===== src/rtl/mmio_host_pkg.sv =====
// Shared constants for the host-side MMIO window: register offsets,
// STATUS bit positions and the default window base address.
package mmio_host_pkg;

    localparam logic [31:0] DEFAULT_BASE_ADDR = 32'h003F_FFF0;

    localparam logic [1:0] OFF_TX     = 2'd0;
    localparam logic [1:0] OFF_CYCLE  = 2'd1;
    localparam logic [1:0] OFF_STATUS = 2'd2;
    localparam logic [1:0] OFF_FINISH = 2'd3;

    localparam int STATUS_FULL_BIT   = 0;
    localparam int STATUS_EMPTY_BIT  = 1;
    localparam int STATUS_FINISH_BIT = 2;

endpackage


===== src/rtl/mmio_tx_fifo.sv =====
// Console TX FIFO: synchronous first-in first-out buffer whose pointers
// carry an extra wrap bit so that full and empty can be told apart.
// The head entry is read straight out of the storage registers.
module mmio_tx_fifo #(
    parameter int DEPTH = 8,
    parameter int WIDTH = 8
) (
    input  logic                     i_clk,
    input  logic                     i_rst,
    input  logic                     i_push,
    input  logic [WIDTH-1:0]         i_pushData,
    input  logic                     i_pop,
    output logic [WIDTH-1:0]         o_head,
    output logic                     o_full,
    output logic                     o_empty,
    output logic [$clog2(DEPTH):0]   o_count
);

    localparam int AW = $clog2(DEPTH);

    logic [AW:0]      r_wrPtr;
    logic [AW:0]      r_rdPtr;
    logic [WIDTH-1:0] r_mem [DEPTH];
    logic             w_push;
    logic             w_pop;

    assign w_push  = i_push && !o_full;
    assign w_pop   = i_pop && !o_empty;
    assign o_empty = (r_wrPtr == r_rdPtr);
    assign o_full  = (r_wrPtr[AW] != r_rdPtr[AW]) && (r_wrPtr[AW-1:0] == r_rdPtr[AW-1:0]);
    assign o_count = r_wrPtr - r_rdPtr;
    assign o_head  = r_mem[r_rdPtr[AW-1:0]];

    // Storage and pointer update; storage is cleared so the head reads 0 out of reset.
    always_ff @(posedge i_clk or posedge i_rst) begin
        if (i_rst) begin
            r_wrPtr <= '0;
            r_rdPtr <= '0;
            for (int i = 0; i < DEPTH; i++) begin
                r_mem[i] <= '0;
            end
        end else begin
            if (w_push) begin
                r_mem[r_wrPtr[AW-1:0]] <= i_pushData;
                r_wrPtr                <= r_wrPtr + 1'b1;
            end
            if (w_pop) begin
                r_rdPtr <= r_rdPtr + 1'b1;
            end
        end
    end

endmodule


===== src/rtl/mmio_host_responder.sv =====
// Host MMIO responder on the core data bus: decodes a 16-byte window,
// grants requests combinationally, answers one cycle after each grant,
// and implements the console FIFO, cycle counter, status and finish word.
module mmio_host_responder
    import mmio_host_pkg::*;
#(
    parameter logic [31:0] BASE_ADDR  = DEFAULT_BASE_ADDR,
    parameter int          FIFO_DEPTH = 8
) (
    input  logic        clk_i,
    input  logic        rst_i,
    input  logic        data_req_i,
    input  logic [31:0] data_addr_i,
    input  logic        data_we_i,
    input  logic [3:0]  data_be_i,
    input  logic [31:0] data_wdata_i,
    output logic        data_gnt_o,
    output logic        data_rvalid_o,
    output logic [31:0] data_rdata_o,
    output logic        console_valid_o,
    output logic [7:0]  console_data_o,
    input  logic        console_ready_i,
    output logic        finish_o,
    output logic [31:0] exit_code_o
);

    localparam int CW = $clog2(FIFO_DEPTH) + 1;

    logic          w_hit;
    logic [1:0]    w_off;
    logic          w_txWrite;
    logic          w_gnt;
    logic          w_push;
    logic          w_pop;
    logic          w_full;
    logic          w_empty;
    logic [CW-1:0] w_count;
    logic [7:0]    w_head;
    logic          w_cycleLoad;
    logic          w_finishWrite;
    logic [31:0]   w_readData;
    logic [1:0]    w_unusedAddrBits;

    logic          r_rvalid;
    logic [31:0]   r_rdata;
    logic [31:0]   r_cycle;
    logic          r_finish;
    logic [31:0]   r_exitCode;

    assign w_unusedAddrBits = data_addr_i[1:0];

    assign w_hit     = data_req_i && (data_addr_i[31:4] == BASE_ADDR[31:4]);
    assign w_off     = data_addr_i[3:2];
    assign w_txWrite = data_we_i && (w_off == OFF_TX) && data_be_i[0];

    // Full is taken before any same-cycle pop, keeping console_ready_i off the grant path.
    assign w_gnt         = w_hit && !(w_txWrite && w_full);
    assign w_push        = w_gnt && w_txWrite;
    assign w_pop         = console_ready_i && !w_empty;
    assign w_cycleLoad   = w_gnt && data_we_i && (w_off == OFF_CYCLE) && (data_be_i == 4'hF);
    assign w_finishWrite = w_gnt && data_we_i && (w_off == OFF_FINISH) && (data_be_i != 4'h0) && !r_finish;

    mmio_tx_fifo #(
        .DEPTH (FIFO_DEPTH),
        .WIDTH (8)
    ) u_txFifo (
        .i_clk      (clk_i),
        .i_rst      (rst_i),
        .i_push     (w_push),
        .i_pushData (data_wdata_i[7:0]),
        .i_pop      (w_pop),
        .o_head     (w_head),
        .o_full     (w_full),
        .o_empty    (w_empty),
        .o_count    (w_count)
    );

    // Read mux over the register map, reflecting state before this cycle's updates.
    always_comb begin
        w_readData = '0;
        case (w_off)
            OFF_TX:     w_readData = 32'(w_count);
            OFF_CYCLE:  w_readData = r_cycle;
            OFF_STATUS: begin
                w_readData[STATUS_FULL_BIT]   = w_full;
                w_readData[STATUS_EMPTY_BIT]  = w_empty;
                w_readData[STATUS_FINISH_BIT] = r_finish;
            end
            default:    w_readData = r_exitCode;
        endcase
    end

    // Response register: every grant yields rvalid next cycle, writes return zero data.
    always_ff @(posedge clk_i or posedge rst_i) begin
        if (rst_i) begin
            r_rvalid <= 1'b0;
            r_rdata  <= '0;
        end else begin
            r_rvalid <= w_gnt;
            r_rdata  <= (w_gnt && !data_we_i) ? w_readData : 32'h0;
        end
    end

    // Free-running cycle counter; a full-word write replaces the increment.
    always_ff @(posedge clk_i or posedge rst_i) begin
        if (rst_i) begin
            r_cycle <= '0;
        end else if (w_cycleLoad) begin
            r_cycle <= data_wdata_i;
        end else begin
            r_cycle <= r_cycle + 32'd1;
        end
    end

    // Finish latch: only the first FINISH write is kept.
    always_ff @(posedge clk_i or posedge rst_i) begin
        if (rst_i) begin
            r_finish   <= 1'b0;
            r_exitCode <= '0;
        end else if (w_finishWrite) begin
            r_finish   <= 1'b1;
            r_exitCode <= data_wdata_i;
        end
    end

    assign data_gnt_o      = w_gnt;
    assign data_rvalid_o   = r_rvalid;
    assign data_rdata_o    = r_rdata;
    assign console_valid_o = !w_empty;
    assign console_data_o  = w_head;
    assign finish_o        = r_finish;
    assign exit_code_o     = r_exitCode;

endmodule


===== config.mk =====
export PLATFORM = sky130hd
export DESIGN_NAME = mmio_host_responder
export DESIGN_NICKNAME = d
export VERILOG_FILES = /design/src/rtl/mmio_host_pkg.sv /design/src/rtl/mmio_tx_fifo.sv /design/src/rtl/mmio_host_responder.sv
export SDC_FILE = /design/constraint.sdc
export NUM_CORES = 1
export LEC_CHECK = 0
export ABC_AREA = 1
export BUFFER_PORTS_ARGS = -buffer_cell sky130_fd_sc_hd__buf_2
export CORE_UTILIZATION = 25
export DETAILED_ROUTE_END_ITERATION = 8
export PLACE_DENSITY = 0.51
export SYNTH_ARGS = -nofsm -noshare
export SYNTH_HDL_FRONTEND = slang
export SYNTH_SLANG_ARGS = --single-unit

===== constraint.sdc =====
create_clock -name clk_i -period 6.3 [get_ports clk_i]
set_clock_uncertainty 0.1 [all_clocks]
set_input_delay 0 -clock clk_i [delete_from_list [all_inputs] [get_ports clk_i]]
set_output_delay 0 -clock clk_i [all_outputs]
set_load 0.01 [all_outputs]

---- Word level (Yosys, flattened, before mapping) ----
Cells that the tools add are included.
word-level totals
  flip-flop bits (word level) ............. 170
  logic and storage cells ................. 67
cells by class
  multiplexer cells ....................... 10
  bitwise logic cells ..................... 2
  order comparisons ....................... 3
  reductions and logical operators ........ 25
  add/sub/neg operators ................... 4
  equal/unequal tests ..................... 8
operators with widths
  kind                   count
  $pmux 29 s3            1
  $bwmux 64              1
  $mux 32                2
  $add 32x1->32 const B  1
  $eq 28x18->1 const B   1
  $bmux 8 s3             1
  $demux 8 s3            1
  $mux 8                 3
  $logic_and 1x1->1      18
  $pmux 3 s3             1
  $add 4x1->4 const B    2
  $ge 4x4->1 const B     2
  $not 3->4              2
  $logic_not 1->1        5
  $eq 2x2->1 const B     2
  $eq 4x4->1             1
  $eq 4x4->1 const B     1
  $lt 4x1->1 const B     1
  $reduce_bool 4->1      1
  $sub 4x4->4            1
  $eq 3x3->1             1
  $eq 2x1->1 const B     1
  $logic_not 2->1        1
  $ne 1x1->1             1

---- Depth between registers and ports, before layout ----
  depth after elaboration ................. 10
  gate-level depth with buffers ........... 12
  gate-level depth less buffers ........... 10

---- Hierarchy ----
A second synthesis with hierarchy kept.
unflattened totals
  cell total of the unflattened synthesis .. 1,232
  area total of the unflattened synthesis .. 9,481.6 µm²
modules (own cells, without submodules)
  module               cells an instance  area an instance (µm²)  instances
  mmio_host_responder  709                5,450.2                 1
  mmio_tx_fifo         523                4,031.4                 1

---- Least setup slack after synthesis ----
No wires, ideal clock.
  path type ............................... register to register
  start ................................... reg u_txFifo.r_rdPtr[1]
  end ..................................... reg u_txFifo.r_mem[0] (netlist name)
  stages on the path, launching flop included .. 13
  path slack .............................. 4,028 ps
  data required time ...................... 6,083 ps
  period minus slack after synthesis ...... 2,272 ps
  path buffers ............................ 2
  arrival ................................. 2,055 ps
  cells stage by stage .................... dfrtp_1 > inv_1 > clkbuf_1 > ha_1 > nand2_1 > nor2_1 > nand3_4 > inv_2 > nor2_2 > buf_6 > nand3_2 > nand2_1 > nand2_1
on the way
  cells in the longest elaborated chain, start to end .. 7
  elaborated cells on any way between the ends .. 8
ends and longest elaborated chain
  element                          line                       RTL
  from (decl)                      mmio_tx_fifo.sv:22         logic [AW:0] r_rdPtr;
  from (signal assigned)           mmio_tx_fifo.sv:48         r_rdPtr <= r_rdPtr + 1'b1;
  $eq 3x3->1 (*)                   mmio_tx_fifo.sv:30         assign o_full = (r_wrPtr[AW] != r_rdPtr[AW]) && (r_wrPtr[AW-1:0] == r_rdPtr[AW-1:0]);
  $logic_and 1x1->1 (*)            mmio_tx_fifo.sv:30
  $logic_and 1x1->1                mmio_host_responder.sv:57  assign w_gnt = w_hit && !(w_txWrite && w_full);
  $logic_not 1->1                  mmio_host_responder.sv:57
  $logic_and 1x1->1                mmio_host_responder.sv:57
  $logic_and 1x1->1                mmio_host_responder.sv:58  assign w_push = w_gnt && w_txWrite;
  $logic_and 1x1->1 (*)            mmio_tx_fifo.sv:27         assign w_push = i_push && !o_full;
  to (signal, indexed assignment)  mmio_tx_fifo.sv:44         r_mem[r_wrPtr[AW-1:0]] <= i_pushData;
  to (decl)                        mmio_tx_fifo.sv:23         logic [WIDTH-1:0] r_mem [DEPTH];
Every way passes the cells marked *; elsewhere a longest branch is shown, timed or not.
A chain may end at the register's enable or synchronous reset.

---- Final worst setup path ----
  start ................................... reg u_txFifo.r_rdPtr[1]
  end ..................................... reg r_exitCode[17] (netlist: exit_code_o[17])
on the way
  cells in the longest elaborated chain, start to end .. 9
ends and longest elaborated chain
  element                          line                        RTL
  $eq 3x3->1                       mmio_tx_fifo.sv:30
  $logic_and 1x1->1                mmio_tx_fifo.sv:30
  $logic_and 1x1->1                mmio_host_responder.sv:57
  $logic_not 1->1                  mmio_host_responder.sv:57
  $logic_and 1x1->1                mmio_host_responder.sv:57
  $logic_and 1x1->1 (4 in series)  mmio_host_responder.sv:61   assign w_finishWrite = w_gnt && data_we_i && (w_off == OFF_FINISH) && (data_be_i != 4'h0) && !r_finish;
  to (signal assigned)             mmio_host_responder.sv:122  r_exitCode <= data_wdata_i;
  to (decl)                        mmio_host_responder.sv:48   logic [31:0] r_exitCode;
Every way passes these cells.

==> flow_summary_export.csv <==
group,metric,value,unit
layout,fill_cells,3754,
power,peakVddDrop,0.000193,V
layout,layout_common_cells,"nand2_1, dfrtp_1, buf_2, nor2_1, nand3_1",
setup_path,cp_slowest_cell,"dfrtp_1",
sta,fin_ws,2.28,ns
setup_path,crit_top_cell,"nand2_1",
power,p_leak,0.00552,uW
layout,nNetsFinal,1403,
power,combPwrFrac,21.0,%
setup_path,critPathLaunchType,"flop",
global_route,grt_pass1_wl,46600,um
setup_path,slowest_delay,0.77,ns
layout,n_antenna_cell,0,
floorplan,die_area,36500,sq um
clock_network,root_buffer,"clkbuf_16",
run_status,status,"finished clean",
layout,multi_input_area,4120,sq um
setup_path,cp.required,6.53,ns
layout,area_growth,23.0,%
routing,vias,8454,
layout,seq_area,4250,sq um
global_route,grt_pass1_vias,8251,
routing,viasPerCell,4.72,
sta,slew_viol_final,0,
routing,drt_first_iter_violations,606,
global_route,overflow,0,
clock_network,clk_pin_slew,0.07,ns
synthesis,async_reset_ff_share,100,%
synthesis,synth_cells,1167,
synthesis,post-synth-top-area-cell,"dfrtp_1",
clock_network,postCtsSetupBuffers,0,
synthesis,synth_edf_count,0,
sta,setup_tns,0,ns
placed_design,globalplace.congestion,0.872,
clock_network,tritoncts,"done",
power,p_int,1900,uW
synthesis,ys.warnings.count,0,
setup_path,critPathKind,"flop to flop",
floorplan,start_util,25.6,%
run,cap_violations,0,
synthesis,syn_nets,1247,
layout,final_cells,1790,
synthesis,ys_types,35,
sta,fin_crit,4.02,ns
power,powerDensity,257,nW/um^2
synthesis,synth_area_per_cell,7.65,sq um
sta,slew_headroom,29.6,%
global_route,grt_usage,16.5,%
setup_path,crit_chain,"inv_1 > ha_1 > nand2_1 > nor2_1 > nand3_4 > nand2_1 > inv_2 > nand2_2 > nand2_1 > nand2_1",
layout,drive_gt1_share,16.0,%
clock_network,cts_buffers,17,
sta,clock.fmax,249,MHz
power,p_clk_share,38.6,%
placed_design,dp_cells,1718,
routing,drc,0,
routing,ant_nets,0,
clock_network,clk_latency,0.45,ns
floorplan,ios,149,
setup_path,end_kind,"flop",
global_route,grt_start_max_net_pins,110,
global_route,antenna_found_initial,0,
sta,fin_crit_sh,63.7,%
routing,wl,29700,um
sta,grt_setup_unrepaired,"no",
floorplan,rows,68,
synthesis,synth_top_area_share,47.7,%
synthesis,syn_area,8920,sq um
clock_network,cts_sinks,170,
setup_path,crit_fanout,36,
power,power.switching,926,uW
clock_network,cts_hold_buf,41,
routing,firstDrtPassIters,5,
floorplan,die_width,191,um
sta,hold_viol,0,
clock_network,cts_resized,0,
layout,final_common_cell,"nand2_1",
setup_path,cp_data_arrival_time,4.25,ns
sta,setup_viol,0,
routing,wire_per_inst,16.6,um
power,switching_share,32.8,%
worst_hold_path,hold_class,"input pin to flop",
power,seq_power_share,40.4,%
sta,tightest_slew,1.06,ns
synthesis,synth_ff_type,"dfrtp_1",
synthesis,yosysSeqAreaShare,47.7,%
sta,whs,0.0153,ns
placed_design,dp_slack,2.29,ns
clock_network,htree_levels,4,
placed_design,numPortBuffers,146,
placed_design,place_hpwl,20000,um
synthesis,yosys_register_bits,170,
clock_network,clock_path_buffers,2,
floorplan,die_h,191,um
synthesis,synthTopCellsByArea,"dfrtp_1, nand2_1, nand4_1, nor2_1, nand3_1",
floorplan,coreArea,34800,sq um
setup_path,crit_buf_inv,2,
setup_path,cp_top_family,"simple AND/OR/NAND/NOR gates",
-- final timing paths --
path,startpoint,to,slack [ns],cells past startpoint
hold reg to reg,u_txFifo.r_mem[14],u_txFifo.r_mem[14],0.37,2
setup reg to reg,u_txFifo.r_rdPtr[1],exit_code_o[17],2.28,10
max in group asynchronous,rst_i,u_txFifo.r_mem[32],4.35,4
min in group asynchronous,rst_i,u_txFifo.r_mem[9],0.21,3
setup / recovery,u_txFifo.r_rdPtr[1],exit_code_o[17],2.28,10
hold / removal,data_be_i[2],r_cycle[21],0.02,6
-- power groups by stage --
stage          Clock [uW]  Combinational [uW]  Sequential (uW)
3_3_place_gp            0                 578             1160
6_report             1090                 592             1140
5_1_grt              1150                 652             1140
4_1_cts              1110                 594             1140
2_1_floorplan           0                 373             1140
3_5_place_dp            0                 572             1160
-- layout make-up --
type                       instances  area share [%]
timing repair buffer             196            11.0
multi-input combinational        878            37.6
tap                              455            5.19
clock buffer                      17            3.88
inverter                          60            2.12
sequential                       170            38.8
clock inverter                    14            1.46
-- per-stage QoR --
step / power [uW] / cell area (sq um) / util (%)
floorplan: 1510 / 8920 / -
global placement: 1740 / 9980 / 28.7
detailed placement: 1730 / 9980 / 28.7
CTS: 2840 / 11000 / 31.5
global route: 2950 / 11000 / 31.5
finish: 2820 / 11000 / 31.5
-- sequential cells by signal, summed over array words and instances (netlist names) --
register / flops
u_txFifo.r_mem: 64
data_rdata_o: 32
exit_code_o: 32
r_cycle: 32
u_txFifo.r_rdPtr: 4
u_txFifo.r_wrPtr: 4
data_rvalid_o: 1
finish_o: 1
-- tightest hold or removal path: cells and delay by family --
kind,cells,cell delay [ns]
simple gates,4,0.38
buf+inv,2,0.15
-- cells in the mapped netlist, types with 2 or more instances --
| cell type | instances |
|---|---|
| a21oi_1 | 34 |
| buf_1 | 4 |
| buf_2 | 13 |
| buf_4 | 7 |
| buf_6 | 8 |
| clkbuf_1 | 27 |
| dfrtp_1 | 170 |
| ha_1 | 6 |
| inv_1 | 53 |
| inv_2 | 5 |
| nand2_1 | 418 |
| nand2_2 | 3 |
| nand3_1 | 88 |
| nand3_2 | 6 |
| nand3_4 | 2 |
| nand3b_1 | 8 |
| nand4_1 | 79 |
| nor2_1 | 120 |
| nor2_2 | 4 |
| nor2_4 | 2 |
| nor3_1 | 11 |
| o21ai_0 | 36 |
| o21ai_1 | 12 |
| o22ai_1 | 18 |
| xnor2_1 | 6 |
| xor2_1 | 18 |
-- per-layer routing --
layer | up-vias | GRT usage, % | routed length, um
li1 | 4148 | - | -
met1 | 4050 | 21.4 | 13300
met2 | 229 | 28.0 | 14500
met3 | 27 | 3.14 | 1500
met4 | 0 | 4.15 | 422
met5 | - | 0 | 0
-- cells by family (layout without fill, tap and decap cells) --
logic type                 count (synthesis)  count (layout)  share of synthesized area, %
AOI/OAI and AO/OA                        101             101                          5.96
xor gates and xnor gates                  25              25                          2.54
adders and majority gates                  7               7                          1.07
buffers and inverters                    119             287                          6.18
DFF                                      170             170                          47.7
and+or+nand+nor                          745             745                          36.6
No activity file was read; power rests on OpenSTA's default activity.
